<file path="src/rtl/encoder_seq_pkg.sv">
// Shared state encoding and geometry constants for the encoder step sequencer.
package encoder_seq_pkg;

  typedef enum logic [2:0] {
    ST_IDLE  = 3'd0,
    ST_CLEAR = 3'd1,
    ST_RUN   = 3'd2,
    ST_SWAP  = 3'd3,
    ST_DONE  = 3'd4,
    ST_ERR   = 3'd5
  } seq_state_e;

  localparam int ADDR_W_DEF = 6;
  localparam int LANE_W_DEF = 25;
  localparam int LINES      = 64;
  localparam int ROUND_W    = 5;

endpackage

</file>
<file path="src/rtl/encoder_step_sequencer_stage_watchdog.sv">
// stage_watchdog: RUN-cycle counter for the active engine; term_o flags a hung stage.
module stage_watchdog
  import encoder_seq_pkg::*;
#(
  parameter int TIMEOUT_CYC = 1024
) (
  input  logic clk,
  input  logic rst,
  input  logic clr_i,
  input  logic en_i,
  output logic term_o
);

  localparam int CW = $clog2(TIMEOUT_CYC) + 1;
  localparam logic [CW-1:0] TERM = CW'(TIMEOUT_CYC - 1);

  logic [CW-1:0] cnt_q, cnt_d;

  // Parks at the terminal value so the flag cannot wrap away before the FSM acts.
  always_comb begin
    cnt_d = cnt_q;
    if (clr_i) begin
      cnt_d = '0;
    end else if (en_i && (cnt_q != TERM)) begin
      cnt_d = cnt_q + 1'b1;
    end
  end

  always_ff @(posedge clk or negedge rst) begin
    if (!rst) begin
      cnt_q <= '0;
    end else begin
      cnt_q <= cnt_d;
    end
  end

  assign term_o = (cnt_q == TERM);

endmodule

</file>
<file path="src/rtl/encoder_step_sequencer.sv">
// Step sequencer: runs the stage engines in order for each round over the ping-pong lane memory.
// Optional cycle_count output when SEQ_PERF_CNT_EN is defined.
//
// state | meaning
// IDLE  | waiting for a start rising edge
// CLEAR | one-cycle clear pulse to the active engine
// RUN   | active engine enabled, watchdog counting
// SWAP  | flip banks, advance stage/round
// DONE  | result ready in rd_bank, wait for start low
// ERR   | watchdog expired, held until reset
module encoder_step_sequencer
  import encoder_seq_pkg::*;
#(
  parameter int NUM_STAGES  = 5,
  parameter int NUM_ROUNDS  = 24,
  parameter int ADDR_W      = ADDR_W_DEF,
  parameter int LANE_W      = LANE_W_DEF,
  parameter int TIMEOUT_CYC = 1024
) (
  input  logic                         clk,
  input  logic                         rst,
  input  logic                         start,
  output logic                         done,
  output logic                         busy,
  output logic                         error,
  output logic [ROUND_W-1:0]           round,
  output logic [NUM_STAGES-1:0]        stage_clr,
  output logic [NUM_STAGES-1:0]        stage_en,
  input  logic [NUM_STAGES-1:0]        stage_done,
  input  logic [NUM_STAGES*ADDR_W-1:0] stage_cnt,
  input  logic [NUM_STAGES-1:0]        stage_wr_en,
  input  logic [NUM_STAGES*LANE_W-1:0] stage_wr_val,
  output logic [ADDR_W-1:0]            mem_rd_addr,
  output logic                         mem_rd_bank,
  output logic                         mem_wr_en,
  output logic [ADDR_W-1:0]            mem_wr_addr,
  output logic                         mem_wr_bank,
  output logic [LANE_W-1:0]            mem_wr_data
`ifdef SEQ_PERF_CNT_EN
  ,output logic [31:0]                 cycle_count
`endif
);

  localparam int SW = (NUM_STAGES > 1) ? $clog2(NUM_STAGES) : 1;
  localparam logic [SW-1:0]         LAST_STAGE = SW'(NUM_STAGES - 1);
  localparam logic [ROUND_W-1:0]    LAST_ROUND = ROUND_W'(NUM_ROUNDS - 1);
  localparam logic [NUM_STAGES-1:0] STAGE0_OH  = NUM_STAGES'(1);

  seq_state_e              state_q;
  logic [SW-1:0]           stage_q;
  logic [ROUND_W-1:0]      round_q;
  logic                    rd_bank_q;
  logic                    start_q;
  logic                    done_q, busy_q, error_q;
  logic [NUM_STAGES-1:0]   clr_q, en_q;
  logic                    start_edge;
  logic                    wd_term;

  logic [ADDR_W-1:0] cnt_arr [NUM_STAGES];
  logic [LANE_W-1:0] val_arr [NUM_STAGES];

  for (genvar g = 0; g < NUM_STAGES; g++) begin : g_unpack
    assign cnt_arr[g] = stage_cnt[g*ADDR_W +: ADDR_W];
    assign val_arr[g] = stage_wr_val[g*LANE_W +: LANE_W];
  end

  assign start_edge = start & ~start_q;

  stage_watchdog #(
    .TIMEOUT_CYC(TIMEOUT_CYC)
  ) u_watchdog (
    .clk   (clk),
    .rst   (rst),
    .clr_i (state_q == ST_CLEAR),
    .en_i  (state_q == ST_RUN),
    .term_o(wd_term)
  );

  always_ff @(posedge clk or negedge rst) begin
    if (!rst) begin
      state_q   <= ST_IDLE;
      stage_q   <= '0;
      round_q   <= '0;
      rd_bank_q <= 1'b0;
      start_q   <= 1'b0;
      done_q    <= 1'b0;
      busy_q    <= 1'b0;
      error_q   <= 1'b0;
      clr_q     <= '0;
      en_q      <= '0;
    end else begin
      start_q <= start;
      clr_q   <= '0;
      case (state_q)
        ST_IDLE: begin
          if (start_edge) begin
            stage_q   <= '0;
            round_q   <= '0;
            rd_bank_q <= 1'b0;
            busy_q    <= 1'b1;
            clr_q     <= STAGE0_OH;
            state_q   <= ST_CLEAR;
          end
        end
        ST_CLEAR: begin
          en_q    <= STAGE0_OH << stage_q;
          state_q <= ST_RUN;
        end
        ST_RUN: begin
          // Engine completion takes priority over a coincident timeout.
          if (stage_done[stage_q]) begin
            en_q    <= '0;
            state_q <= ST_SWAP;
          end else if (wd_term) begin
            en_q    <= '0;
            busy_q  <= 1'b0;
            error_q <= 1'b1;
            state_q <= ST_ERR;
          end
        end
        ST_SWAP: begin
          rd_bank_q <= ~rd_bank_q;
          if (stage_q < LAST_STAGE) begin
            stage_q <= stage_q + 1'b1;
            clr_q   <= STAGE0_OH << (stage_q + 1'b1);
            state_q <= ST_CLEAR;
          end else if (round_q < LAST_ROUND) begin
            stage_q <= '0;
            round_q <= round_q + 1'b1;
            clr_q   <= STAGE0_OH;
            state_q <= ST_CLEAR;
          end else begin
            busy_q  <= 1'b0;
            done_q  <= 1'b1;
            state_q <= ST_DONE;
          end
        end
        ST_DONE: begin
          if (!start) begin
            done_q  <= 1'b0;
            state_q <= ST_IDLE;
          end
        end
        ST_ERR: begin
          state_q <= ST_ERR;
        end
        default: begin
          en_q    <= '0;
          busy_q  <= 1'b0;
          state_q <= ST_IDLE;
        end
      endcase
    end
  end

  assign done      = done_q;
  assign busy      = busy_q;
  assign error     = error_q;
  assign round     = round_q;
  assign stage_clr = clr_q;
  assign stage_en  = en_q;

  // Zero-latency routing from the registered stage index; inactive engines never reach memory.
  assign mem_rd_addr = cnt_arr[stage_q];
  assign mem_wr_addr = cnt_arr[stage_q];
  assign mem_wr_data = val_arr[stage_q];
  assign mem_wr_en   = stage_wr_en[stage_q] && (state_q == ST_RUN);
  assign mem_rd_bank = rd_bank_q;
  assign mem_wr_bank = ~rd_bank_q;

`ifdef SEQ_PERF_CNT_EN
  logic [31:0] cyc_q;

  always_ff @(posedge clk or negedge rst) begin
    if (!rst) begin
      cyc_q <= '0;
    end else if ((state_q == ST_IDLE) && start_edge) begin
      cyc_q <= '0;
    end else if (busy_q && (cyc_q != 32'hFFFF_FFFF)) begin
      cyc_q <= cyc_q + 32'd1;
    end
  end

  assign cycle_count = cyc_q;
`endif

endmodule

</file>
<file path="config.mk">
export PLATFORM = sky130hd
export DESIGN_NAME = encoder_step_sequencer
export DESIGN_NICKNAME = d
export VERILOG_FILES = /design/src/rtl/encoder_seq_pkg.sv /design/src/rtl/encoder_step_sequencer_stage_watchdog.sv /design/src/rtl/encoder_step_sequencer.sv
export SDC_FILE = /design/constraint.sdc
export NUM_CORES = 1
export LEC_CHECK = 0
export BUFFER_PORTS_ARGS = -buffer_cell sky130_fd_sc_hd__buf_2
export CORE_UTILIZATION = 25
export DETAILED_ROUTE_END_ITERATION = 10
export PLACE_DENSITY = 0.63
export SYNTH_ARGS = -nofsm -noshare
export SYNTH_HDL_FRONTEND = slang
export SYNTH_SLANG_ARGS = --single-unit
</file>
<file path="constraint.sdc">
create_clock -name clk -period 2.4 [get_ports clk]
set_input_delay 0.48 -clock clk [delete_from_list [all_inputs] [get_ports clk]]
set_output_delay 0.48 -clock clk [all_outputs]
set_load 0.05 [all_outputs]
</file>
==> impl_metrics.csv, run 1 <==
group,metric,value,unit
grt,antenna_found_initial,0,
yosys,ys_async_sr_fraction,100.0,%
critical_path,path_max_fanout,18,
die,die_h,112.1,µm
cts,cts_root_buffer,"clkbuf_16",
drt,wl_per_cell,18.48,µm
pwr,finalPower,0.006206,W
placed_design,place_congestion,0.8869,
pwr,switchingPower,0.003422,W
timing,final-hold-violation-count,0,
pwr,p_clk_share,12.4,%
timing,fin_crit_sh,99.22,%
status,violations,"DRC",
die,die_x,112.1,µm
cts,clock-sinks,37,
layout,layout.cells.most_common,"buf_2",
placed_design,port_buffers,225,
cts,cts_tree,"done",
die,core,11610,µm²
yosys,yosysWarningCount,0,
timing,setup_ws,18.77,ps
die,start_util,26.09,%
timing,holdWs,164.7,ps
min_path,worstHoldPathType,"in -> async",
critical_path,cp_data_required_time,1920,ps
status,status,"complete, but fails checks",
critical_path,critPathArrivalTime,1900,ps
yosys,syn-num-nets,455,
pwr,p_seq_share,14.6,%
layout,nets,673,
drt,wl,11.85,mm
grt,overflow,0,
placed_design,dp_hpwl,9.901,mm
cts,clock_latency,280,ps
timing,max_slew_margin,53.65,%
yosys,synthFlopType,"dfrtp_1",
pwr,vdd_drop_max,728.5,µV
critical_path,end_kind,"output port",
drt,ant_nets,0,
timing,tightest_slew,689.0,ps
timing,fmax,0.4200,GHz
timing,setup_viol,0,
cts,clockBufferDepth,2,
die,row_count,39,
grt,track_usage,18.44,%
drt,drt_iter0_markers,162,
yosys,avgSynthCellArea,10.86,µm²
critical_path,regToRegSetupSlack,360,ps
grt,grt_pass1_wl,18.22,mm
layout,final_cell_mix,"buf_2 (222), dfrtp_1 (35), mux4_2 (32)",
timing,rsz0062_at_grt,"true",
pwr,p_int,0.002785,W
pwr,p_leak,2.294,nW
yosys,ys_ff_latch,37,
grt,grt_pass1_vias,3448,
drt,drc_errors,4,
cts,clkSlewWorstSetupHoldPaths,60,ps
drt,detail_route.vias_per_cell,5.083,
cts,htree_num_levels,2,
layout,drive_above_1_share,58.84,%
layout,antennaDiodeCount,0,
yosys,yosysTopAreaCellShare,30.55,%
yosys,yosysSeqAreaShare,30.55,%
timing,finalSetupTns,0,ps
pwr,p_per_area,1369,nW/µm²
yosys,synth_cell_type_count,49,
timing,fin_skew,5.010,ps
yosys,synthTopCellsByArea,"dfrtp_1 (31%), mux4_2 (24%), a22o_1 (9.0%)",
job,maxCapViolCount,0,
yosys,synth_cells,279,
cts,numCtsBuffers,5,
yosys,yosysTopAreaCell,"dfrtp_1",
pwr,sw_frac_of_total,55.13,%
grt,grt_max_degree,38,
drt,vias,3258,
yosys,syn_area,3030,µm²
die,ioPinCount,226,
placed_design,post-place-ws,277.8,ps
die,die-area,12570,µm²
yosys,synth-edff-count,0,
critical_path,cp-start-kind,"flop",
timing,report.final.slew_viol_count,0,
drt,dr.pass1.iters,9,
pwr,combPwrFrac,73.0,%
critical_path,worstSetupPathType,"reg -> out",
layout,num-fill-cells,1173,
layout,utilization,39.04,%
timing,final.min_clock_period,2381,ps
layout,area_growth_syn_to_layout,49.63,%
sequential cells by signal, indices dropped and copies added, names as in the netlist:
register          flops
busy                  1
done                  1
error                 1
mem_rd_bank           1
round                 5
stage_clr             5
stage_en              5
stage_q               3
start_q               1
state_q               3
u_watchdog.cnt_q     11
routing by layer:
metal,global-route usage [%],part of all wire [%]
met1,22.65,41
met2,33.58,53
met3,4.050,6.0
met4,2.844,0.70
met5,0,0
repair_timing:
item                                    in CTS  in global routing
gates cloned                                 0                  0
setup buffers                                2                  1
endpoints found under the setup margin       1                 33
resized for setup                            0                  7
hold buffers                                 0                  0
power groups by stage:
stage / Combinational, W / Clock (W) / Sequential, W
2_1_floorplan: 0.00331 / 0 / 0.00109
3_3_place_gp: 0.00442 / 0 / 0.000933
3_5_place_dp: 0.00445 / 0 / 0.000937
4_1_cts: 0.00451 / 0.000785 / 0.000909
5_1_grt: 0.00477 / 0.000815 / 0.000932
6_report: 0.00453 / 0.000770 / 0.000908
Yosys cell counts (all sizes together), types with 6 or more instances:
cell type / instances
o21ai: 9
a22o: 31
inv: 11
buf: 16
mux4: 32
clkbuf: 14
dfrtp: 37
nor2: 23
nor3: 7
a31oi: 6
nand3: 9
a21oi: 7
ha: 8
nand2: 11
logic make-up (layout without fill, tap and decap cells):
family / Yosys count / count (layout) / synth area share [%]
AND/OR/NAND/NOR: 74 / 74 / 13.17
AO/OA/AOI/OAI: 73 / 73 / 18.09
buffers and inverters: 41 / 260 / 6.854
multiplexers: 37 / 37 / 25.43
flip-flops: 37 / 37 / 30.55
XOR/XNOR: 9 / 9 / 2.601
adder cells (fa/ha/maj): 8 / 8 / 3.303
stage by stage:
step                      instance area (µm²)  std cells
after global placement                   4320        630
after detailed placement                 4320        630
after global routing                     4534        641
final                                    4534        641
after CTS                                4512        640
after floorplan                          3040        279
final timing paths:
check                                  startpoint                         endpoint  cells past startpoint
setup / recovery           stage_q[0]$_DFFE_PN0P_                  mem_wr_data[23]                      4
hold / removal                                rst           state_q[2]$_DFFE_PN0P_                      1
setup reg to reg           stage_q[0]$_DFFE_PN0P_                 busy$_DFFE_PN0P_                      8
hold reg to reg                  busy$_DFFE_PN0P_                 busy$_DFFE_PN0P_                      1
max in group asynchronous                     rst  u_watchdog.cnt_q[0]$_DFFE_PN0P_                      2
min in group clk                            start                start_q$_DFF_PN0_                      1
final cells by class:
cell class	instances	area (µm²)	share of cell area, %
clock buffers	6	138.9	3.063
clock inverters	2	37.54	0.8278
inverters	11	41.29	0.9106
multi-input cells	201	1911	42.14
flip-flops and latches	37	928.4	20.47
well taps	143	178.9	3.946
repair buffers	241	1299	28.64
critical path, stage by stage (launching register included):
cell and delay [ps]:
dfrtp_2 450, buf_12 210, mux4_2 510, a22o_1 240, buf_2 210
Power figures use the tool's default switching activity.
==> run 2: changes to the inputs <==
--- a/config.mk
+++ b/config.mk
@@ -8,7 +8,7 @@
 export BUFFER_PORTS_ARGS = -buffer_cell sky130_fd_sc_hd__buf_2
 export CORE_UTILIZATION = 25
 export DETAILED_ROUTE_END_ITERATION = 10
-export PLACE_DENSITY = 0.63
+export PLACE_DENSITY_LB_ADDON = 0.08
 export SYNTH_ARGS = -nofsm -noshare
 export SYNTH_HDL_FRONTEND = slang
 export SYNTH_SLANG_ARGS = --single-unit
==> impl_metrics.csv, run 2 (synthesized netlist as in run 1, its figures left out) <==
group,metric,value,unit
cts,clock-sinks,37,
critical_path,worstSetupPathType,"reg -> out",
grt,grt_max_degree,38,
timing,fin_skew,6.490,ps
drt,vias,3288,
critical_path,regToRegSetupSlack,400,ps
pwr,finalPower,0.006168,W
placed_design,port_buffers,225,
layout,nets,674,
timing,report.final.slew_viol_count,0,
die,row_count,39,
pwr,sw_frac_of_total,54.93,%
cts,clockBufferDepth,2,
drt,wl_per_cell,18.02,µm
timing,fmax,0.4236,GHz
timing,max_slew_margin,56.86,%
cts,cts_root_buffer,"clkbuf_16",
status,violations,"DRC",
timing,final.min_clock_period,2361,ps
pwr,p_leak,2.299,nW
pwr,switchingPower,0.003388,W
placed_design,post-place-ws,241.0,ps
grt,grt_pass1_vias,3425,
drt,wl,11.57,mm
die,ioPinCount,226,
timing,setup_ws,39.08,ps
critical_path,cp_data_required_time,1920,ps
layout,final_cells,642,
status,status,"complete, but fails checks",
critical_path,rr_startpoint,"stage_q[0]$_DFFE_PN0P_",
timing,tightest_slew,647.1,ps
layout,final_cell_mix,"buf_2 (221), dfrtp_1 (35), mux4_2 (32)",
critical_path,end_kind,"output port",
die,core,11610,µm²
placed_design,dp_cells,632,
grt,track_usage,18.13,%
critical_path,critPathArrivalTime,1880,ps
cts,numCtsBuffers,5,
grt,overflow,0,
layout,antennaDiodeCount,0,
die,die_x,112.1,µm
pwr,vdd_drop_max,651.5,µV
job,maxCapViolCount,0,
timing,rsz0062_at_grt,"true",
drt,drt_iter0_markers,237,
cts,cts_tree,"done",
critical_path,path_max_fanout,21,
min_path,worstHoldPathType,"in -> async",
placed_design,dp_hpwl,9.492,mm
die,die-area,12570,µm²
placed_design,placed_area,4335,µm²
pwr,p_seq_share,15.0,%
critical_path,r2r_end,"stage_en[3]$_DFFE_PN0P_",
layout,num-fill-cells,1201,
grt,antenna_found_initial,2,
drt,ant_nets,0,
layout,largest_reg_flops,11,
placed_design,place_congestion,0.8975,
pwr,combPwrFrac,72.4,%
layout,drive_above_1_share,58.72,%
drt,detail_route.vias_per_cell,5.121,
critical_path,crit_chain,"buf_12 -> mux4_2 -> a22o_1 -> buf_2",
critical_path,r2r_cells,7,
layout,utilization,39.06,%
grt,grt_pass1_wl,17.80,mm
timing,fin_crit_sh,98.37,%
critical_path,critPathMaxStageDelay,520,ps
timing,setup_viol,0,
pwr,p_clk_share,12.6,%
die,start_util,26.09,%
critical_path,cp-start-kind,"flop",
cts,clock_latency,280,ps
cts,htree_num_levels,2,
cts,clkSlewWorstSetupHoldPaths,60,ps
critical_path,cpMaxStageDelayCell,"mux4_2",
die,die_h,112.1,µm
layout,area_growth_syn_to_layout,49.71,%
layout,layout.cells.most_common,"buf_2",
pwr,p_int,0.002780,W
drt,drc_errors,5,
timing,final-hold-violation-count,0,
pwr,p_per_area,1360,nW/µm²
layout,largest_register,"u_watchdog.cnt_q",
layout,design_area,4537,µm²
drt,dr.pass1.iters,7,
==> run 2: cell count changes in the layout (fill, tap and decap cells not counted) <==
cell / delta
clkbuf_4: -1
buf_4: +4
buf_2: -1
buf_6: -1
clkinvlp_4: -1
clkbuf_1: +1
==> run 2: worst max-delay path: cells and delay by family, from the launching register on <==
| family | cells | cell delay [ps] |
|---|---|---|
| buffers and inverters | 2 | 420 |
| AO/OA/AOI/OAI | 1 | 230 |
| flip-flops | 1 | 420 |
| multiplexers | 1 | 520 |
==> run 2: metal layers <==
layer / GRT usage, % / up-vias / wire length, µm
li1: - / 1534 / -
met1: 22.46 / 1604 / 4736
met2: 31.55 / 134 / 5877
met3: 4.536 / 12 / 783
met4: 4.533 / 4 / 141
met5: 0 / - / 29
==> run 2: final cells by class <==
cell class	instances	area (µm²)	share of cell area, %
inverters	11	41.29	0.9101
clock buffers	7	142.6	3.144
multi-input cells	201	1911	42.11
flip-flops and latches	37	928.4	20.46
well taps	143	178.9	3.944
repair buffers	242	1305	28.76
clock inverters	1	30.03	0.6619
==> run 2: power groups by stage <==
stage,Clock (W),Combinational (W),Sequential (W)
after CTS,0.000785,0.00447,0.000926
after floorplan,0,0.00331,0.00109
after detailed placement,0,0.00444,0.000947
final,0.000778,0.00447,0.000922
after global routing,0.000813,0.00475,0.000948
after global placement,0,0.00445,0.000941
==> run 2: worst max path at each step <==
stage | end | cells after the start | slack, ps | startpoint
after global routing | mem_wr_data[23] | 4 | -30 | stage_q[0]$_DFFE_PN0P_
after detailed placement | mem_wr_data[23] | 4 | 240 | stage_q[0]$_DFFE_PN0P_
after global placement | mem_wr_data[23] | 4 | 250 | stage_q[0]$_DFFE_PN0P_
after floorplan | mem_wr_addr[2] | 5 | 10 | stage_q[0]$_DFFE_PN0P_
after CTS | mem_wr_data[23] | 4 | 20 | stage_q[0]$_DFFE_PN0P_
final | mem_wr_data[23] | 4 | 40 | stage_q[0]$_DFFE_PN0P_
==> run 2: per-stage QoR <==
stage | hold WS [ps] | TNS [ps]
CTS | 259.7 | 0
global placement | 471.2 | 0
detailed placement | 470.4 | 0
finish | 225.9 | 0
global route | 291.2 | -137.0
floorplan | 184.4 | 0
==> run 2: timing repair <==
action,4_1_cts,5_1_grt
gates resized for setup,0,9
hold buffers,0,0
endpoints found under the setup margin,36,32
setup buffers,1,1
pin swaps,0,1
